--- config.mk ---
export PLATFORM = sky130hd
export DESIGN_NAME = seq_scan_ctrl_flat
export DESIGN_NICKNAME = d
export VERILOG_FILES = /design/src/rtl/seq_scan_pkg.sv /design/src/rtl/seq_scan_ctrl_if.sv /design/src/rtl/seq_det_core.sv /design/src/rtl/seq_scan_ctrl.sv /design/src/flat_wrapper.sv
export SDC_FILE = /design/constraint.sdc
export NUM_CORES = 1
export LEC_CHECK = 0
export CORE_ASPECT_RATIO = 0.8
export CORE_UTILIZATION = 47
export DETAILED_ROUTE_END_ITERATION = 6
export PLACE_DENSITY = 0.82
export SYNTH_ARGS = -nofsm -noshare
export SYNTH_HDL_FRONTEND = slang
export SYNTH_SLANG_ARGS = --single-unit
--- constraint.sdc ---
create_clock -name clk -period 1.91 [get_ports clk]
set_clock_uncertainty 0.2 [all_clocks]
set_input_delay 0.191 -clock clk [delete_from_list [all_inputs] [get_ports clk]]
set_output_delay 0.191 -clock clk [all_outputs]
set_load 0.02 [all_outputs]
--- src/rtl/seq_scan_pkg.sv ---
// Shared types and the pattern definition for the word-level 01101 scan controller.
// The detector's forward transitions are derived from PATTERN; the fallback edges encode the overlap.
package seq_scan_pkg;

    typedef enum logic [2:0] {
        S0 = 3'd0,
        S1 = 3'd1,
        S2 = 3'd2,
        S3 = 3'd3,
        S4 = 3'd4,
        S5 = 3'd5
    } det_state_t;

    typedef enum logic [1:0] {
        IDLE   = 2'd0,
        SHIFT  = 2'd1,
        REPORT = 2'd2
    } ctrl_state_t;

    localparam logic [4:0] PATTERN = 5'b01101;

    // State Sn means the last n bits seen equal the first n bits of PATTERN.
    function automatic det_state_t det_next(input det_state_t s, input logic x);
        case (s)
            S0:      return (x == PATTERN[4]) ? S1 : S0;
            S1:      return (x == PATTERN[3]) ? S2 : S1;
            S2:      return (x == PATTERN[2]) ? S3 : S1;
            S3:      return (x == PATTERN[1]) ? S4 : S0;
            S4:      return (x == PATTERN[0]) ? S5 : S1;
            S5:      return x ? S3 : S1;
            default: return S0;
        endcase
    endfunction

endpackage

--- src/rtl/seq_scan_ctrl_if.sv ---
// Word-in / count-out handshake bundle for seq_scan_ctrl, plus debug status.
interface seq_scan_ctrl_if #(
    parameter int WORD_W = 8,
    parameter int CNT_W  = $clog2(WORD_W + 1)
);
    logic              in_valid;
    logic              in_ready;
    logic [WORD_W-1:0] in_word;
    logic              in_restart;
    logic              out_valid;
    logic              out_ready;
    logic [CNT_W-1:0]  out_count;
    logic              out_hit;
    logic              busy;
    logic [2:0]        det_state;

    modport master (
        output in_valid, in_word, in_restart, out_ready,
        input  in_ready, out_valid, out_count, out_hit, busy, det_state
    );

    modport slave (
        input  in_valid, in_word, in_restart, out_ready,
        output in_ready, out_valid, out_count, out_hit, busy, det_state
    );
endinterface

--- src/rtl/seq_det_core.sv ---
// Enable-gated Moore detector for the overlapping pattern 01101; match while in S5.
// clr wins over bit_en so a restart lands in S0 regardless of the current input.
module seq_det_core
    import seq_scan_pkg::*;
(
    input  logic       clk,
    input  logic       reset,
    input  logic       clr,
    input  logic       bit_en,
    input  logic       x,
    output det_state_t state,
    output logic       match,
    output logic       next_is_match
);

    det_state_t state_q;
    det_state_t state_d;

    always_ff @(posedge clk) begin
        if (reset) state_q <= S0;
        else       state_q <= state_d;
    end

    // Illegal encodings recover to S0 even while bit_en is low.
    always_comb begin
        state_d = state_q;
        if (clr)
            state_d = S0;
        else if (state_q > S5)
            state_d = S0;
        else if (bit_en)
            state_d = det_next(state_q, x);
    end

    assign state         = state_q;
    assign match         = (state_q == S5);
    assign next_is_match = bit_en && (state_d == S5);

endmodule

--- src/rtl/seq_scan_ctrl.sv ---
// Accepts words, shifts them MSB-first into seq_det_core and reports detections per word.
// Detector state persists across words unless the word arrives with in_restart.
module seq_scan_ctrl
    import seq_scan_pkg::*;
#(
    parameter int WORD_W = 8,
    parameter int CNT_W  = $clog2(WORD_W + 1)
) (
    input  logic         clk,
    input  logic         reset,
    seq_scan_ctrl_if.slave bus
);

    ctrl_state_t       cs;
    ctrl_state_t       ns;
    logic [WORD_W-1:0] sreg;
    logic [CNT_W-1:0]  bitcnt;
    logic [CNT_W-1:0]  count;

    logic load;
    logic clr;
    logic bit_en;
    logic in_ready_c;
    logic out_valid_c;
    logic last_bit;

    det_state_t det_st;
    logic       det_match_unused;
    logic       next_is_match;

    seq_det_core u_core (
        .clk           (clk),
        .reset         (reset),
        .clr           (clr),
        .bit_en        (bit_en),
        .x             (sreg[WORD_W-1]),
        .state         (det_st),
        .match         (det_match_unused),
        .next_is_match (next_is_match)
    );

    assign last_bit = (bitcnt == CNT_W'(WORD_W - 1));

    always_ff @(posedge clk) begin
        if (reset) cs <= IDLE;
        else       cs <= ns;
    end

    always_comb begin
        ns          = cs;
        in_ready_c  = 1'b0;
        out_valid_c = 1'b0;
        bit_en      = 1'b0;
        clr         = 1'b0;
        load        = 1'b0;
        case (cs)
            IDLE: begin
                in_ready_c = 1'b1;
                if (bus.in_valid) begin
                    load = 1'b1;
                    clr  = bus.in_restart;
                    ns   = SHIFT;
                end
            end
            SHIFT: begin
                bit_en = 1'b1;
                if (last_bit) ns = REPORT;
            end
            REPORT: begin
                out_valid_c = 1'b1;
                if (bus.out_ready) ns = IDLE;
            end
            default: ns = IDLE;
        endcase
    end

    // Count is credited on the edge that moves the core into S5, so a match
    // completed by a word's first bits belongs to that word.
    always_ff @(posedge clk) begin
        if (reset) begin
            sreg   <= '0;
            bitcnt <= '0;
            count  <= '0;
        end else if (load) begin
            sreg   <= bus.in_word;
            bitcnt <= '0;
            count  <= '0;
        end else if (bit_en) begin
            sreg   <= sreg << 1;
            bitcnt <= bitcnt + 1'b1;
            if (next_is_match) count <= count + 1'b1;
        end
    end

    assign bus.in_ready  = in_ready_c;
    assign bus.out_valid = out_valid_c;
    assign bus.out_count = count;
    assign bus.out_hit   = (count != '0);
    assign bus.busy      = (cs != IDLE);
    assign bus.det_state = det_st;

endmodule

--- src/flat_wrapper.sv ---
// flat-port wrapper written by rule: the top's interface ports become plain ports
module seq_scan_ctrl_flat import seq_scan_pkg::*;
#(
    parameter int WORD_W = 8,
    parameter int CNT_W  = $clog2(WORD_W + 1)
)
  (clk, reset, bus_in_valid, bus_in_word, bus_in_restart, bus_out_ready, bus_in_ready, bus_out_valid, bus_out_count, bus_out_hit, bus_busy, bus_det_state);
  seq_scan_ctrl_if #(.WORD_W(WORD_W), .CNT_W(CNT_W)) bus_i ();
  input  logic clk;
  input  logic reset;
  input wire logic [$bits(bus_i.in_valid)-1:0] bus_in_valid;
  input wire logic [$bits(bus_i.in_word)-1:0] bus_in_word;
  input wire logic [$bits(bus_i.in_restart)-1:0] bus_in_restart;
  input wire logic [$bits(bus_i.out_ready)-1:0] bus_out_ready;
  output wire logic [$bits(bus_i.in_ready)-1:0] bus_in_ready;
  output wire logic [$bits(bus_i.out_valid)-1:0] bus_out_valid;
  output wire logic [$bits(bus_i.out_count)-1:0] bus_out_count;
  output wire logic [$bits(bus_i.out_hit)-1:0] bus_out_hit;
  output wire logic [$bits(bus_i.busy)-1:0] bus_busy;
  output wire logic [$bits(bus_i.det_state)-1:0] bus_det_state;
  assign bus_i.in_valid = bus_in_valid;
  assign bus_i.in_word = bus_in_word;
  assign bus_i.in_restart = bus_in_restart;
  assign bus_i.out_ready = bus_out_ready;
  assign bus_in_ready = bus_i.in_ready;
  assign bus_out_valid = bus_i.out_valid;
  assign bus_out_count = bus_i.out_count;
  assign bus_out_hit = bus_i.out_hit;
  assign bus_busy = bus_i.busy;
  assign bus_det_state = bus_i.det_state;
  seq_scan_ctrl #(.WORD_W(WORD_W), .CNT_W(CNT_W)) u_core (.clk(clk), .reset(reset), .bus(bus_i));
endmodule
==> summary.md <==
| Metric | Value |
|---|---|
| Largest family of logic cells by synthesized area | simple AND/OR/NAND/NOR gates |
| Max Slew Vio Count | 0 |
| Peak fanout along the critical path | 8 |
| Pwr Total | 0.806 mW |
| Max-cap violations | 0 |
| WP depth | 1 |
| Pwr/cell area | between 600 and 700 nW/um2 |
| Post-Route WL | 2.17 mm |
| DRC violations left | 0 |
| Die Y-Extent | between 40 and 50 um |
| Rows | 14 |
| CP peak stage delay | between 0.6 and 0.7 ns |
| Initial core utilization | 0.510 |
| Largest net degree at the start of global routing | 12 |
| Final Setup Violations | 0 |
| CP startpoint | u_core.u_core.state[0] |
| CORE AREA | roughly 1900 um2 |
| CP Data Arrival Time | around 1.5 ns |
| Period utilisation layout | 0.967 |
| Main synth FF type | dfxtp_1 |
| Fmax | ~540 MHz |
| FF-to-FF End | u_core.bus.out_count[3] |
| Req. time, crit path | about 1.5 ns |
| Post-synthesis mux area share | 0.0102 |
| Post-DRT Antenna Nets | 0 |
| Drt first pass iters | 4 |
| Syn Area/Cell | between 8 and 9 um2 |
| Critical path type | flip-flop to output port |
| CTS tree | done |
| HP Class | primary input to flip-flop |
| Share of cells above drive strength 1 | 0.112 |
| Setup TNS | 0 ns |
| Worst relative slew slack | 0.667 |
| Drt first-iter violations | 20 |
| Total CTS buffers | 3 |
| Largest delay share family, worst path | buffers and inverters |
| Post-Synth XOR/XNOR Area | 0.0178 |
| Ports | 24 |
| Avg Vias per Cell | 5.54 |
| Clock transition at path regs | ~0.12 ns |
| Placed wire-length estimate | about 1.6 mm |
| Layout Cells excl Fill | 167 |
| Post-CTS setup buffer count | 0 |
| Wirelength per Cell | roughly 13 um |
| Total GRT Usage | 0.208 |
| Post-Synthesis Cells | 116 |
| Synth warn | 0 |
| Layout area overhead | 31.1% |
| Fraction of registers with async set/reset | 0 |
| Nets | 160 |
| Crit. End Element | output port |
| Post-synthesis compound-gate area fraction | 0.209 |
| Worst R2R Path Depth | 3 |
| Global-route wire length before repair | 3.44 mm |
| Worst Setup EP | bus_det_state[0] |
| Finished layout cell area | 1290 um2 |
| Most frequent cells in the layout | 19 x clkdlybuf4s50_1, 18 x dfxtp_1, 16 x a21oi_1, 14 x nand2_1, 7 x a22oi_1 |
| Diodes inserted | 0 |
| Clock tree sinks | 21 |
| Synth unique cells | 34 |
| Vias | around 930 |
| Hold buffers post-CTS | 0 |
| Synth Area in Simple Gates | 0.256 |
| Vias in the first global route | 806 |
| RSZ-0062 raised after global routing | no |
| GRT overflow | 0 |
| Worst vdd ir | 0.526 mV |
| Die X | approximately 53 um |
| GP Congestion | 0.741 |
| Post-synth EDFFs | 0 |
| Initial antenna violation count | 0 |
| Dpl cell area | approximately 1300 um2 |
| Area of the die | roughly 2300 um2 |
| Status | finished, final reports clean |
| Clk_lat worst skew | between 0.3 and 0.4 ns |
| Crit-path slowest cell | clkdlybuf4s50_1 |
| Clock Path Buffers | 2 |
| Reg2Reg Setup Slack | approximately 0.14 ns |
| Final hold vios | 0 |
| CP Cell Sequence | clkdlybuf4s50_1 |
| Final min period | ~1.8 ns |
| Inst Count DP | 163 |
| Worst Max-Slew Pin Slew | roughly 0.5 ns |
| Fin util | 0.668 |
| Leakage Power | between 0.4 and 0.5 nW |
| Flops & latches, synth | 21 |
| Buf+Inv Stages, Crit Path | 1 |
| Sequential share of the synthesized area | 0.428 |
| IO buf count | 23 |
| Most common cell after layout, fill and taps aside | clkdlybuf4s50_1 |
| Clock Tree Root | clkbuf_4 |
| Reg-to-Reg Start | u_core.sreg[7] |
| Post-synthesis adder-cell area fraction | 0.0382 |
| Synthesized cell area | a little under 1000 um2 |
| H-tree levels | 1 |
| CP startpoint kind | flip-flop |
| Syn Nets | ~130 |
==> layout make-up <==
cell class | count | area, um2
fill | 172 | 639
multi-input combinational | 85 | 522
sequential | 21 | 424
timing repair buffer | 28 | 267
tap | 24 | 30.0
clock buffer | 4 | 26.3
inverter | 5 | 18.8
==> power breakdown <==
part | switching, mW | internal [mW]
combinational | 0.0585 | 0.0617
clock | 0.133 | 0.0815
sequential | 0.0162 | 0.454
total | 0.208 | 0.598
==> synth_stat cells (2+ instances only) <==
cell type / n / area (um2)
inv_1: 5 / 18.8
or3_1: 2 / 12.5
nor3b_1: 3 / 22.5
nand3b_1: 3 / 22.5
clkbuf_1: 3 / 11.3
o21ai_0: 5 / 25.0
nor2_1: 5 / 18.8
dfxtp_1: 21 / 420
a21oi_1: 16 / 80.1
nand2_1: 14 / 52.6
ha_1: 3 / 37.5
a22oi_1: 7 / 52.6
nand3_1: 5 / 25.0
nor2b_1: 3 / 18.8
nand4_1: 2 / 12.5
==> tightest hold or removal path, stage by stage <==
cell and delay, ns:
clkdlybuf4s50_1 0.40, nand2_1 0.06, a21oi_1 0.05
==> cell families (layout without fill, tap and decap cells) <==
group	count (synthesis)	in the layout
adder cells (fa/ha/maj)	3	3
XOR/XNOR	2	2
flip-flops	21	21
buffers and inverters	10	37
multiplexers	1	1
AND/OR/NAND/NOR	45	45
AO/OA/AOI/OAI	34	34
==> registers in the layout, summed over array words and instances, names as in the netlist <==
register	count
u_core.u_core.state	3
u_core.cs	2
u_core.bitcnt	4
u_core.sreg	8
u_core.bus.out_count	4
==> worst min path at each step <==
stage	from	endpoint	slack, ns	cells past startpoint
after detailed placement	u_core.sreg[6]	u_core.sreg[6]	0.25	2
after global routing	bus_in_word[0]	u_core.sreg[0]	0.26	3
after global placement	u_core.sreg[6]	u_core.sreg[6]	0.24	2
after floorplan	bus_in_word[0]	u_core.sreg[0]	0.13	2
after CTS	bus_in_word[0]	u_core.sreg[0]	0.24	3
final	bus_in_word[0]	u_core.sreg[0]	0.24	3
==> through the flow <==
step,hold slack [ns],setup slack (ns)
finish,0.242,0.0625
global route,0.258,0.00338
CTS,0.243,0.0180
detailed placement,0.249,0.0906
global placement,0.242,0.139
floorplan,0.127,0.171
==> repair_timing <==
action | CTS | global route
setup endpoints to repair | 4 | 2
gates cloned | 0 | 0
gates resized for setup | 5 | 2
==> layer usage <==
layer,vias up,global-route usage,part of all wire
met4,0,0.0632,0.0092
met5,-,0,0
met1,429,0.247,0.46
li1,471,-,-
met2,24,0.362,0.49
met3,2,0.0538,0.042
No activity file was read; power rests on OpenSTA's default activity.
